===== src/rtl/seq_divider_2n_by_n.sv =====
// Sequential restoring divider: 2N-bit dividend / N-bit divisor -> N-bit
// quotient and remainder, one quotient bit per clock, valid/ready on both
// sides. Divide-by-zero and quotient overflow are flagged with fixed error
// values (quotient all ones, remainder = dividend low half).
// Optional feature macro: DIV_SIGNED_EN (two's complement operands,
// truncating division). Default build is unsigned only.
module seq_divider_2n_by_n #(
  parameter int N = 8
) (
  input  logic           clk,
  input  logic           rst_n,
  input  logic           in_valid,
  output logic           in_ready,
  input  logic [2*N-1:0] dividend,
  input  logic [N-1:0]   divisor,
  output logic           out_valid,
  input  logic           out_ready,
  output logic [N-1:0]   quotient,
  output logic [N-1:0]   remainder,
  output logic           err_div0,
  output logic           err_ovf
);

  localparam int CW = (N > 2) ? $clog2(N) : 1;

  typedef enum logic [1:0] {IDLE, CALC, DONE} state_e;

  state_e        state_q, state_d;
  logic [CW-1:0] cnt_q, cnt_d;
  logic [N-1:0]  rem_q, rem_d;   // partial remainder (upper half)
  logic [N-1:0]  dvd_q, dvd_d;   // dividend low half, quotient bits shift in
  logic [N-1:0]  div_q, div_d;
  logic [N-1:0]  quo_q, quo_d;
  logic [N-1:0]  rmd_q, rmd_d;
  logic          e0_q, e0_d;
  logic          ov_q, ov_d;

`ifdef DIV_SIGNED_EN
  localparam logic [N-1:0] QPOS_MAX = {1'b0, {(N-1){1'b1}}};
  localparam logic [N-1:0] QNEG_MAX = {1'b1, {(N-1){1'b0}}};
  logic          qneg_q, qneg_d;
  logic          rneg_q, rneg_d;
  logic [N-1:0]  dlo_q, dlo_d;   // original dividend low half for error result
`endif

  logic [2*N-1:0] dvd_mag;
  logic [N-1:0]   dsr_mag;
  logic [N:0]     upper;
  logic [N:0]     trial;
  logic           trial_ok;
  logic [N-1:0]   rem_next;
  logic [N-1:0]   qbits;

  assign in_ready  = (state_q == IDLE);
  assign out_valid = (state_q == DONE);
  assign quotient  = quo_q;
  assign remainder = rmd_q;
  assign err_div0  = e0_q;
  assign err_ovf   = ov_q;

  // Operand magnitudes; identity in the unsigned build
  always_comb begin
`ifdef DIV_SIGNED_EN
    dvd_mag = dividend[2*N-1] ? -dividend : dividend;
    dsr_mag = divisor[N-1] ? -divisor : divisor;
`else
    dvd_mag = dividend;
    dsr_mag = divisor;
`endif
  end

  // One restoring step: shift in next dividend bit, N+1-bit trial subtract
  always_comb begin
    upper    = {rem_q, dvd_q[N-1]};
    trial    = upper - {1'b0, div_q};
    trial_ok = ~trial[N];
    rem_next = trial_ok ? trial[N-1:0] : upper[N-1:0];
    qbits    = {dvd_q[N-2:0], trial_ok};
  end

  // Next-state and datapath update
  always_comb begin
    state_d = state_q;
    cnt_d   = cnt_q;
    rem_d   = rem_q;
    dvd_d   = dvd_q;
    div_d   = div_q;
    quo_d   = quo_q;
    rmd_d   = rmd_q;
    e0_d    = e0_q;
    ov_d    = ov_q;
`ifdef DIV_SIGNED_EN
    qneg_d  = qneg_q;
    rneg_d  = rneg_q;
    dlo_d   = dlo_q;
`endif
    case (state_q)
      IDLE: begin
        if (in_valid) begin
          rem_d = dvd_mag[2*N-1:N];
          dvd_d = dvd_mag[N-1:0];
          div_d = dsr_mag;
          cnt_d = CW'(N - 1);
          e0_d  = 1'b0;
          ov_d  = 1'b0;
`ifdef DIV_SIGNED_EN
          qneg_d = dividend[2*N-1] ^ divisor[N-1];
          rneg_d = dividend[2*N-1];
          dlo_d  = dividend[N-1:0];
`endif
          if (dsr_mag == '0) begin
            state_d = DONE;
            e0_d    = 1'b1;
            quo_d   = '1;
            rmd_d   = dividend[N-1:0];
          end else if (dvd_mag[2*N-1:N] >= dsr_mag) begin
            state_d = DONE;
            ov_d    = 1'b1;
            quo_d   = '1;
            rmd_d   = dividend[N-1:0];
          end else begin
            state_d = CALC;
          end
        end
      end
      CALC: begin
        rem_d = rem_next;
        dvd_d = qbits;
        cnt_d = cnt_q - 1'b1;
        if (cnt_q == '0) begin
          state_d = DONE;
`ifdef DIV_SIGNED_EN
          if (qneg_q ? (qbits > QNEG_MAX) : (qbits > QPOS_MAX)) begin
            ov_d  = 1'b1;
            quo_d = '1;
            rmd_d = dlo_q;
          end else begin
            quo_d = qneg_q ? -qbits : qbits;
            rmd_d = rneg_q ? -rem_next : rem_next;
          end
`else
          quo_d = qbits;
          rmd_d = rem_next;
`endif
        end
      end
      DONE: begin
        if (out_ready) begin
          state_d = IDLE;
          e0_d    = 1'b0;
          ov_d    = 1'b0;
        end
      end
      default: state_d = IDLE;
    endcase
  end

  // Control and result registers, asynchronously reset
  always_ff @(posedge clk or negedge rst_n) begin
    if (!rst_n) begin
      state_q <= IDLE;
      cnt_q   <= '0;
      quo_q   <= '0;
      rmd_q   <= '0;
      e0_q    <= 1'b0;
      ov_q    <= 1'b0;
    end else begin
      state_q <= state_d;
      cnt_q   <= cnt_d;
      quo_q   <= quo_d;
      rmd_q   <= rmd_d;
      e0_q    <= e0_d;
      ov_q    <= ov_d;
    end
  end

  // Working datapath registers; contents are only meaningful while in CALC
  always_ff @(posedge clk) begin
    rem_q  <= rem_d;
    dvd_q  <= dvd_d;
    div_q  <= div_d;
`ifdef DIV_SIGNED_EN
    qneg_q <= qneg_d;
    rneg_q <= rneg_d;
    dlo_q  <= dlo_d;
`endif
  end

endmodule


===== config.mk =====
export PLATFORM = sky130hd
export DESIGN_NAME = seq_divider_2n_by_n
export DESIGN_NICKNAME = d
export VERILOG_FILES = /design/src/rtl/seq_divider_2n_by_n.sv
export SDC_FILE = /design/constraint.sdc
export NUM_CORES = 1
export LEC_CHECK = 0
export CAP_MARGIN = 25
export CORE_MARGIN = 8
export CORE_UTILIZATION = 48
export CTS_CLUSTER_SIZE = 28
export DETAILED_ROUTE_END_ITERATION = 6
export PLACE_DENSITY = 0.85
export SYNTH_ARGS = -nofsm -noshare
export SYNTH_HDL_FRONTEND = slang
export SYNTH_SLANG_ARGS = --single-unit

===== constraint.sdc =====
create_clock -name clk -period 2.8 [get_ports clk]
set_input_delay 0.56 -clock clk [delete_from_list [all_inputs] [get_ports clk]]
set_output_delay 0.56 -clock clk [all_outputs]
set_load 0.05 [all_outputs]

# Word level (Yosys, flattened, before mapping)
# Index checks and enable logic that the tools add are counted.
dict set report totals {
  ff_bits 47
  in_bits 28
}
dict set report classes {
  add_sub_neg 2
  magnitude_cmp 1
  n_eq_ne 6
  muxes 31
  n_bitwise 1
  n_reduce_logical 10
}
# operator count
set ops {}
lappend ops {{8-bit 2-to-1 mux} 11}
lappend ops {{8-bit case mux with 2 select lines} 4}
lappend ops {{2-bit 2-to-1 mux} 5}
lappend ops {{9-bit by 8-bit subtractor with 9-bit output} 1}
lappend ops {{8-bit greater-or-equal comparator} 1}
lappend ops {{8-bit zero test} 1}
lappend ops {{1-bit 2-to-1 mux} 6}
lappend ops {{2-bit case mux with 3 select lines} 1}
lappend ops {{3-bit case mux with 2 select lines} 1}
lappend ops {{3-bit AND reduction} 2}
lappend ops {{2-bit inequality test (second input constant)} 2}
lappend ops {{1-bit case mux with 2 select lines} 2}
lappend ops {{2-bit AND reduction} 2}
lappend ops {{4-bit AND reduction} 1}
lappend ops {{2-bit nonzero test} 2}
lappend ops {{3-bit zero test} 1}
lappend ops {{3-bit 2-to-1 mux} 1}
lappend ops {{3-bit by 1-bit inequality test with 1-bit output (second input constant)} 1}
lappend ops {{3-bit by 1-bit subtractor with 3-bit output (second input constant)} 1}
lappend ops {{2-bit by 1-bit equality test with 1-bit output (second input constant)} 1}
lappend ops {{2-bit equality test (second input constant)} 1}
lappend ops {{2-bit zero test} 1}
lappend ops {{2-bit by 1-bit inequality test with 1-bit output (second input constant)} 1}
lappend ops {{1-bit inverter} 1}

# Logic depth before layout (Yosys ltp)
dict set report depth {
  depth_word 5
  mapped_depth 12
}

# Least setup slack after synthesis
# OpenSTA, ideal clock, no wires.
dict set report synth_path {
  path_type {flip-flop to flip-flop}
  from {reg dvd_q[7]}
  to {reg rem_q[4], data pin}
  setup_time_ns 0.254
  arrival_ns 2.367
  required_time_ns 2.546
  setup_slack_ns 0.179
  path_stages_with_launch 12
  n_path_buf 1
  synth_period_minus_slack_ns 2.621
  cell_sequence {edfxtp_1 inv_1 ha_1 inv_1 fa_1 a211oi_1 or3b_1 a21oi_1 or2_1 buf_6 a211o_1 o21a_1}
}
dict set report synth_between {
  elab_chain_cells 3
}
# element line_no
set synth_rtl {}
lappend synth_rtl {{start: declaration} 31} ;# logic [N-1:0] dvd_q, dvd_d;
lappend synth_rtl {{start signal: assignment} 180} ;# dvd_q <= dvd_d;
lappend synth_rtl {{9-bit by 8-bit subtractor with 9-bit output} 75} ;# trial = upper - {1'b0, div_q};
lappend synth_rtl {{8-bit 2-to-1 mux} 77} ;# rem_next = trial_ok ? trial[N-1:0] : upper[N-1:0];
lappend synth_rtl {{8-bit case mux with 2 select lines} 97} ;# case (state_q)
lappend synth_rtl {{named net rem_d[4]} 30} ;# logic [N-1:0] rem_q, rem_d;
lappend synth_rtl {{end signal: assignment} 179} ;# rem_q <= rem_d;
lappend synth_rtl {{end: declaration} 30}
# The timed path passes the listed nets, and every way through them passes these cells.
# A chain may end at the register's enable or synchronous reset.

# Worst setup path after layout
dict set report layout_path {
  from {in dividend[8]}
  to {reg rmd_q[2] (netlist: remainder[2])}
}
dict set report layout_between {
  elab_chain_cells 3
}
# element line_no
set layout_rtl {}
lappend layout_rtl {{start: declaration} 14} ;# input logic [2*N-1:0] dividend,
lappend layout_rtl {{8-bit greater-or-equal comparator} 116} ;# end else if (dvd_mag[2*N-1:N] >= dsr_mag) begin
lappend layout_rtl {{3-bit by 1-bit inequality test with 1-bit output (no source line)} --}
lappend layout_rtl {{4-bit AND reduction (no source line)} --}
lappend layout_rtl {{end signal: assignment} 171} ;# rmd_q <= rmd_d;
lappend layout_rtl {{end: declaration} 34} ;# logic [N-1:0] rmd_q, rmd_d;
# No other way between the ends.

==> results.yml <==
flow_run:
  maxCapViolations: 0
critical_path:
  crit_path_max_incr_delay_ns: 0.50
  setup.worst_path.class: "input pin to register"
  cp_max_fo: 5
  path_cells: "clkdlybuf4s50_1 -> inv_1 -> ha_1 -> nand2b_1 -> a21o_1 -> a2111oi_4 -> buf_4 -> o21a_1 -> buf_4 -> o21ai_0 -> o211ai_1"
  rrSetupSlack_ns: 0.15
  end_kind: "register"
  cpMostUsedCell: "buf_4"
  cp_slowest_cell: "clkdlybuf4s50_1"
  startpoint_type: "input pin"
  required_ns: 3.01
  worstPathArrival_ns: 2.88
  worst-path-buf-inv: 4
  critical-path-top-delay-family: "compound AO/OA/AOI/OAI gates"
power_and_ir_drop:
  combPwrFrac_pct: 61.7
  internal-power_mw: 2.39
  p_sw_share_pct: 45.5
  sequentialPowerShare_pct: 28.9
  p_clk_share_pct: 9.4
  power_density_nw_per_um2: 1260
  vdd_drop_max_v: 0.000787
  switchingPower_mw: 2.00
  p_leak_nw: 1.53
synth:
  synth_async_sr_flop_share_pct: 48.9
  seq_area_frac_synth_pct: 48.4
  avgSynthCellArea_um2: 10.1
  ys_warn_count: 0
  ys.flop_type: "edfxtp_1"
  netlist_instances: 266
  synth_area_um2: 2680
  ys_ff_latch: 47
  synth-edff-count: 24
  synth_cell_types: 45
  synth_fp_nets: 313
route:
  dr.pass1.iters: 5
  vias: 2279
  routed_wl_um: 6740
  antenna_left: 0
  wire_per_inst_um: 16.6
  drc: 0
  drtIter0Drc: 160
  vias_per_cell: 5.61
timing:
  fin_crit_sh_pct: 95.6
  maxSlewViolCount: 0
  max_slew_margin_pct: 57.3
  fin_skew_ns: 0.0100
  fin_ws_ns: 0.123
  finalHoldViolations: 0
  finalSetupViolCount: 0
  finalCriticalPeriod_ns: 2.68
  tightest_slew_ns: 0.638
  fmax_ghz: 0.374
  whs_ns: 0.517
placed_design:
  io_buffers: 47
  hpwl_um: 5300
  place_inst: 398
  pre_cts_ws_ns: -0.277
  dpl_cell_area_um2: 3370
  gp_congestion: 0.851
clock_tree:
  cts_buffer_depth: 2
  clk_pin_slew_ns: 0.09
  ctsHoldBuffers: 0
  cts_tree: "built"
  post_cts_buffers: 0
  cts-root-buf: "clkbuf_8"
  cts-buffers-inserted: 5
  htree_levels: 2
  clock_latency_ns: 0.30
  cts.sink_count: 47
die:
  die-area_um2: 8220
  rows: 27
  die_y_um: 90.7
  start_util_pct: 49.2
  io_pins: 48
  core_region_area_um2: 5440
  die_w_um: 90.7
finish:
  layout_commonest_cell: "clkdlybuf4s50_1"
  fin_util_pct: 64.4
  fin_cells: 406
  nNetsFinal: 380
  fin_area_um2: 3500
  area_delta_synth_final_pct: 30.7
  layout_common_cells: "clkdlybuf4s50_1, nand2_1, inv_1"
  diodes: 0
  drive_gt1_share_pct: 12.3
global_routing:
  grt_max_degree: 24
  antenna_found_initial: 0
  overflow: 0
  grt_pass1_vias: 2310
  grt_pass1_wl_um: 11200
  track_usage_pct: 16.5
min_path:
  hp-class: "register to register"
run_status:
  status: "completed"
==> repair_timing <==
| item | 4_1_cts | 5_1_grt |
|---|---|---|
| setup endpoints to repair | 1 | 25 |
| gates cloned | 0 | 0 |
| pin swaps | 0 | 2 |
| gates resized for setup | 1 | 8 |
==> worst reg2reg max path, cell delays in order (launching register included) <==
cell and delay [ns]:
edfxtp_1 0.42, inv_1 0.08, ha_1 0.17, inv_1 0.06, fa_2 0.38, a211oi_2 0.27
or3b_1 0.19, a21oi_2 0.10, or2_4 0.30, a211o_1 0.33, o21a_1 0.11
==> synth_stat cells (all sizes together), types with 3 or more instances <==
master  number  area [um^2]
dfrtp       23          576
nor3         7         35.0
o21ai       19         95.1
edfxtp      24          721
o211ai       5         37.5
mux2i        3         30.0
nand4        3         18.8
ha          18          225
a21o        12         90.1
a21oi       12         60.1
o21a         5         37.5
nand2       31          116
a22oi        3         22.5
xnor2        5         43.8
a22o         3         26.3
clkbuf       8         30.0
nor2        19         71.3
inv         25         93.8
o31a         7         61.3
nand2b       4         25.0
a211oi       3         22.5
==> power groups by stage <==
stage | clock network [mW] | logic (mW) | registers [mW]
6_report | 0.412 | 2.71 | 1.27
5_1_grt | 0.440 | 2.93 | 1.30
4_1_cts | 0.415 | 2.65 | 1.27
3_5_place_dp | 0 | 2.62 | 1.28
3_3_place_gp | 0 | 2.53 | 1.27
2_1_floorplan | 0 | 1.45 | 1.58
==> metrics by stage <==
stage          TNS (ns)  power, mW
3_5_place_dp      -4.12       3.90
3_3_place_gp      -1.96       3.81
2_1_floorplan         0       3.03
5_1_grt        -0.00340       4.67
6_report              0       4.39
4_1_cts               0       4.33
==> cell type report <==
type / count / area (um^2)
fillers: 431 / 1940
repair buffers: 70 / 656
inverters: 25 / 93.8
clock inverters: 3 / 22.5
well taps: 72 / 90.1
multi-input cells: 184 / 1270
flip-flops and latches: 47 / 1300
clock buffers: 5 / 68.8
==> kinds of logic (layout without fill, tap and decap cells) <==
group,count (synthesis),after routing,synth area share (%)
simple gates,75,75,12.9
fa+ha+maj,19,19,9.16
compound gates,80,80,20.5
flops,47,47,48.4
buf+inv,35,103,5.47
mux,4,4,1.54
xor+xnor,6,6,1.96
==> flip-flops by register name, summed over array words and instances, names as in the netlist <==
register	flops
div_q	8
state_q	2
dvd_q	8
rem_q	8
cnt_q	3
quotient	8
err_ovf	1
err_div0	1
remainder	8
==> final timing paths <==
kind                                    start                       end  cells past startpoint
max in group asynchronous               rst_n  remainder[6]$_DFFE_PN0P_                      2
min reg2reg                dvd_q[2]$_DFFE_PP_   quotient[3]$_DFFE_PN0P_                      1
max reg2reg                dvd_q[7]$_DFFE_PP_        rem_q[4]$_DFFE_PP_                     10
max                               dividend[8]  remainder[2]$_DFFE_PN0P_                     11
min                        dvd_q[2]$_DFFE_PP_   quotient[3]$_DFFE_PN0P_                      1
min in group asynchronous               rst_n    state_q[1]$_DFFE_PN0P_                      2
==> metal layers <==
layer,track usage (%),wire length [um],up-vias
met5,0,0,-
met1,20.2,2960,1097
li1,-,-,1098
met3,2.91,313,5
met4,5.69,74,0
met2,28.3,3390,79
Power figures use the tool's default switching activity.
==> patch, RTL diff (same settings) <==
Add a define of `DIV_SIGNED_EN`.
--- a/src/rtl/seq_divider_2n_by_n.sv
+++ b/src/rtl/seq_divider_2n_by_n.sv
@@ -4,6 +4,8 @@
 // values (quotient all ones, remainder = dividend low half).
 // Optional feature macro: DIV_SIGNED_EN (two's complement operands,
 // truncating division). Default build is unsigned only.
+`define DIV_SIGNED_EN
+
 module seq_divider_2n_by_n #(
   parameter int N = 8
 ) (
Check against the original RTL: not equivalent (a bounded check fails within 4 cycles, from zero or initial values and one cycle with rst_n low).
==> patch against the unedited design <==
The flow now finishes with violations (negative setup slack). Routed wire length increased by 130%. Register-to-register slack got worse by 0.95 ns. Area after synthesis increased by 55%. Largest cell class is now multi-input gates. Setup slack got worse by 1.2 ns. Cell area increased by 84%. Sequential cell count increased by 10. Clock skew about the same. Global-route usage increased by 6.7 points. Via count increased by 99%. Sequential power increased by 27%. Total power increased by 100%. Count of clock-buffer cells in the layout increased by 9. Die area increased by 44%.
==> patch: results (changes against the unedited design) <==
[metrics] global-route wire length before repair: 21730 um (+95%)
[metrics] leading cell types by count after synthesis: 42 x nor2_1, 37 x inv_1, 35 x nand2_1
[metrics] share of cell area taken by multi-input logic gates: 43.24% (+6.9 points)
[metrics] Area growth syn-to-layout: 55.13%
[metrics] post-detailed-routing wire length: 15650 um (+130%)
[metrics] sequential fraction of total cell area: 24.82% (-12 points)
[metrics] peak supply drop: 1.013 mV (+29%)
[metrics] failing checks: negative setup slack
[metrics] area share of buffers outside the clock network: 24.33% (+5.6 points)
[metrics] register clock-pin slew on the reported worst setup and hold paths: 0.07 ns (-0.02 ns)
[metrics] relative contribution of combinational cells to total power: 73.6% (+12 points)
[metrics] outcome: finished with violations
[metrics] hold slack final: 0.4977 ns (-0.01918 ns)
[metrics] cell internal power dissipation: 4.773 mW (+99%)
[metrics] Multi-input comb cells: 343 (+86%)
[metrics] Leak: 2.749 nW (+80%)
[metrics] signal arrival time at the worst endpoint: 4.10 ns (+1.22 ns)
[metrics] diodes inserted: 1 (+1)
[metrics] number of cells in the finished layout apart from fillers: 742 (+83%)
[metrics] initial DRC count: 419 (+160%)
[metrics] nets@finish: 682 (+79%)
[metrics] non-clock buffer count: 179 (+160%)
[metrics] Worst Reg2Reg Path Length in Cells: 15 (+5)
[metrics] sequential cell area fraction in the yosys report: 38.50% (-9.9 points)
[metrics] number of distinct library cell variants in the gate-level netlist after synthesis: 59 (+31%)
[metrics] instance area at placement: 0.005555 mm^2 (+65%)
[metrics] Logic power comb: 6.62 mW (+140%)
[metrics] ClkCell Share: 3.015% (+0.41 points)
[metrics] count of flip-flops with a built-in enable after synthesis: 34 (+42%)
[metrics] largest net degree at the start of global routing: 42 (+75%)
[metrics] clock latency reported for the late side of the worst-skew pair: 0.35 ns (+0.05 ns)
[metrics] DP Wirelength: 9429 um (+78%)
[metrics] post-synthesis net count: 511 (+63%)
[metrics] Setup-failing EPs final: 28 (+28)
[metrics] setup slack of the critical path after layout: -1.076 ns (-1.199 ns)
[metrics] clock net sink count: 57 (+21%)
[metrics] H-Tree Depth: 3 (+1)
[metrics] Design Area, Final: 0.006432 mm^2 (+84%)
[metrics] sum of negative setup slack: -19.74 ns (-19.74 ns)
[metrics] clock network power: 765 uW (+86%)
[metrics] Critical Path Start: dividend[1]
[metrics] end of the worst register-to-register path: remainder[2]$_DFFE_PN0P_
[metrics] setup slack at placement: -1.808 ns (-1.531 ns)
[metrics] Logic inverters: 38 (+52%)
[metrics] gpl congestion: 0.9066 (+6.5%)
[metrics] share of final-layout standard cells stronger than drive strength 1: 36.81% (+25 points)
[metrics] layout clock buffer count: 14 (+9)
[metrics] cell count after placement: 699 (+76%)
[metrics] Filler Cell Count: 495 (+15%)
[metrics] clock skew: 0.01030 ns (+0.0002622 ns)
[metrics] share of flip-flops with an asynchronous set or reset after synthesis: 40.35% (-8.6 points)
[metrics] Worst Setup EP: remainder[0]$_DFFE_PN0P_
[metrics] Mean Syn Cell Area: 9.073 um^2 (-9.9%)
[metrics] Max FO, Critical Path: 6 (+1)
==> patch: changes by cell type in the layout (fill, tap and decap cells not counted), moves of 8 or more <==
cell | before | now
xor2_1 | 1 | 18
xnor2_1 | 5 | 19
buf_6 | 0 | 17
edfxtp_1 | 24 | 34
buf_4 | 22 | 113
a21oi_1 | 10 | 18
nor2_1 | 18 | 33
nand2b_1 | 4 | 12
==> patch: what timing repair did <==
action	CTS	global route
cloned	1	0
setup endpoints to repair	29	29
gates resized for setup	61	69
pin swaps	23	30
setup buffers	13	20
==> patch: routing by layer <==
metal  vias up  wire length [um]  share of wire (%)  GRT usage, %
li1       1985                 -                  -             -
met3       100              1356                8.7         5.083
met5         -                 0                  0             0
met4         0              1006                6.4         12.51
met2       303              7668                 49         39.56
met1      2143              5623                 36         26.65
==> patch: critical path, cell delays in order <==
cell       delay [ns]
buf_6            0.09
buf_6            0.11
inv_4            0.05
ha_4             0.14
nand2_4          0.06
or3_4            0.34
or2_4            0.28
nand2b_4         0.15
buf_4            0.13
o21ai_1          0.20
xnor2_1          0.21
ha_1             0.33
o2111ai_4        0.11
nor2_2           0.08
a21oi_2          0.19
o21ai_2          0.09
o211ai_1         0.26
buf_4            0.17
nor2_4           0.06
buf_6            0.16
buf_6            0.12
o211ai_1         0.11
o21ai_1          0.09
==> patch: cells by family after synthesis <==
logic type                 count (synthesis)  share of synthesized area [%]
muxes                                     14                          3.440
AOI/OAI and AO/OA                        112                          18.01
adders and majority gates                 26                          8.027
DFF                                       57                          38.50
and+or+nand+nor                          153                          18.59
buffers and inverters                     57                          5.401
xor gates and xnor gates                  38                          8.027
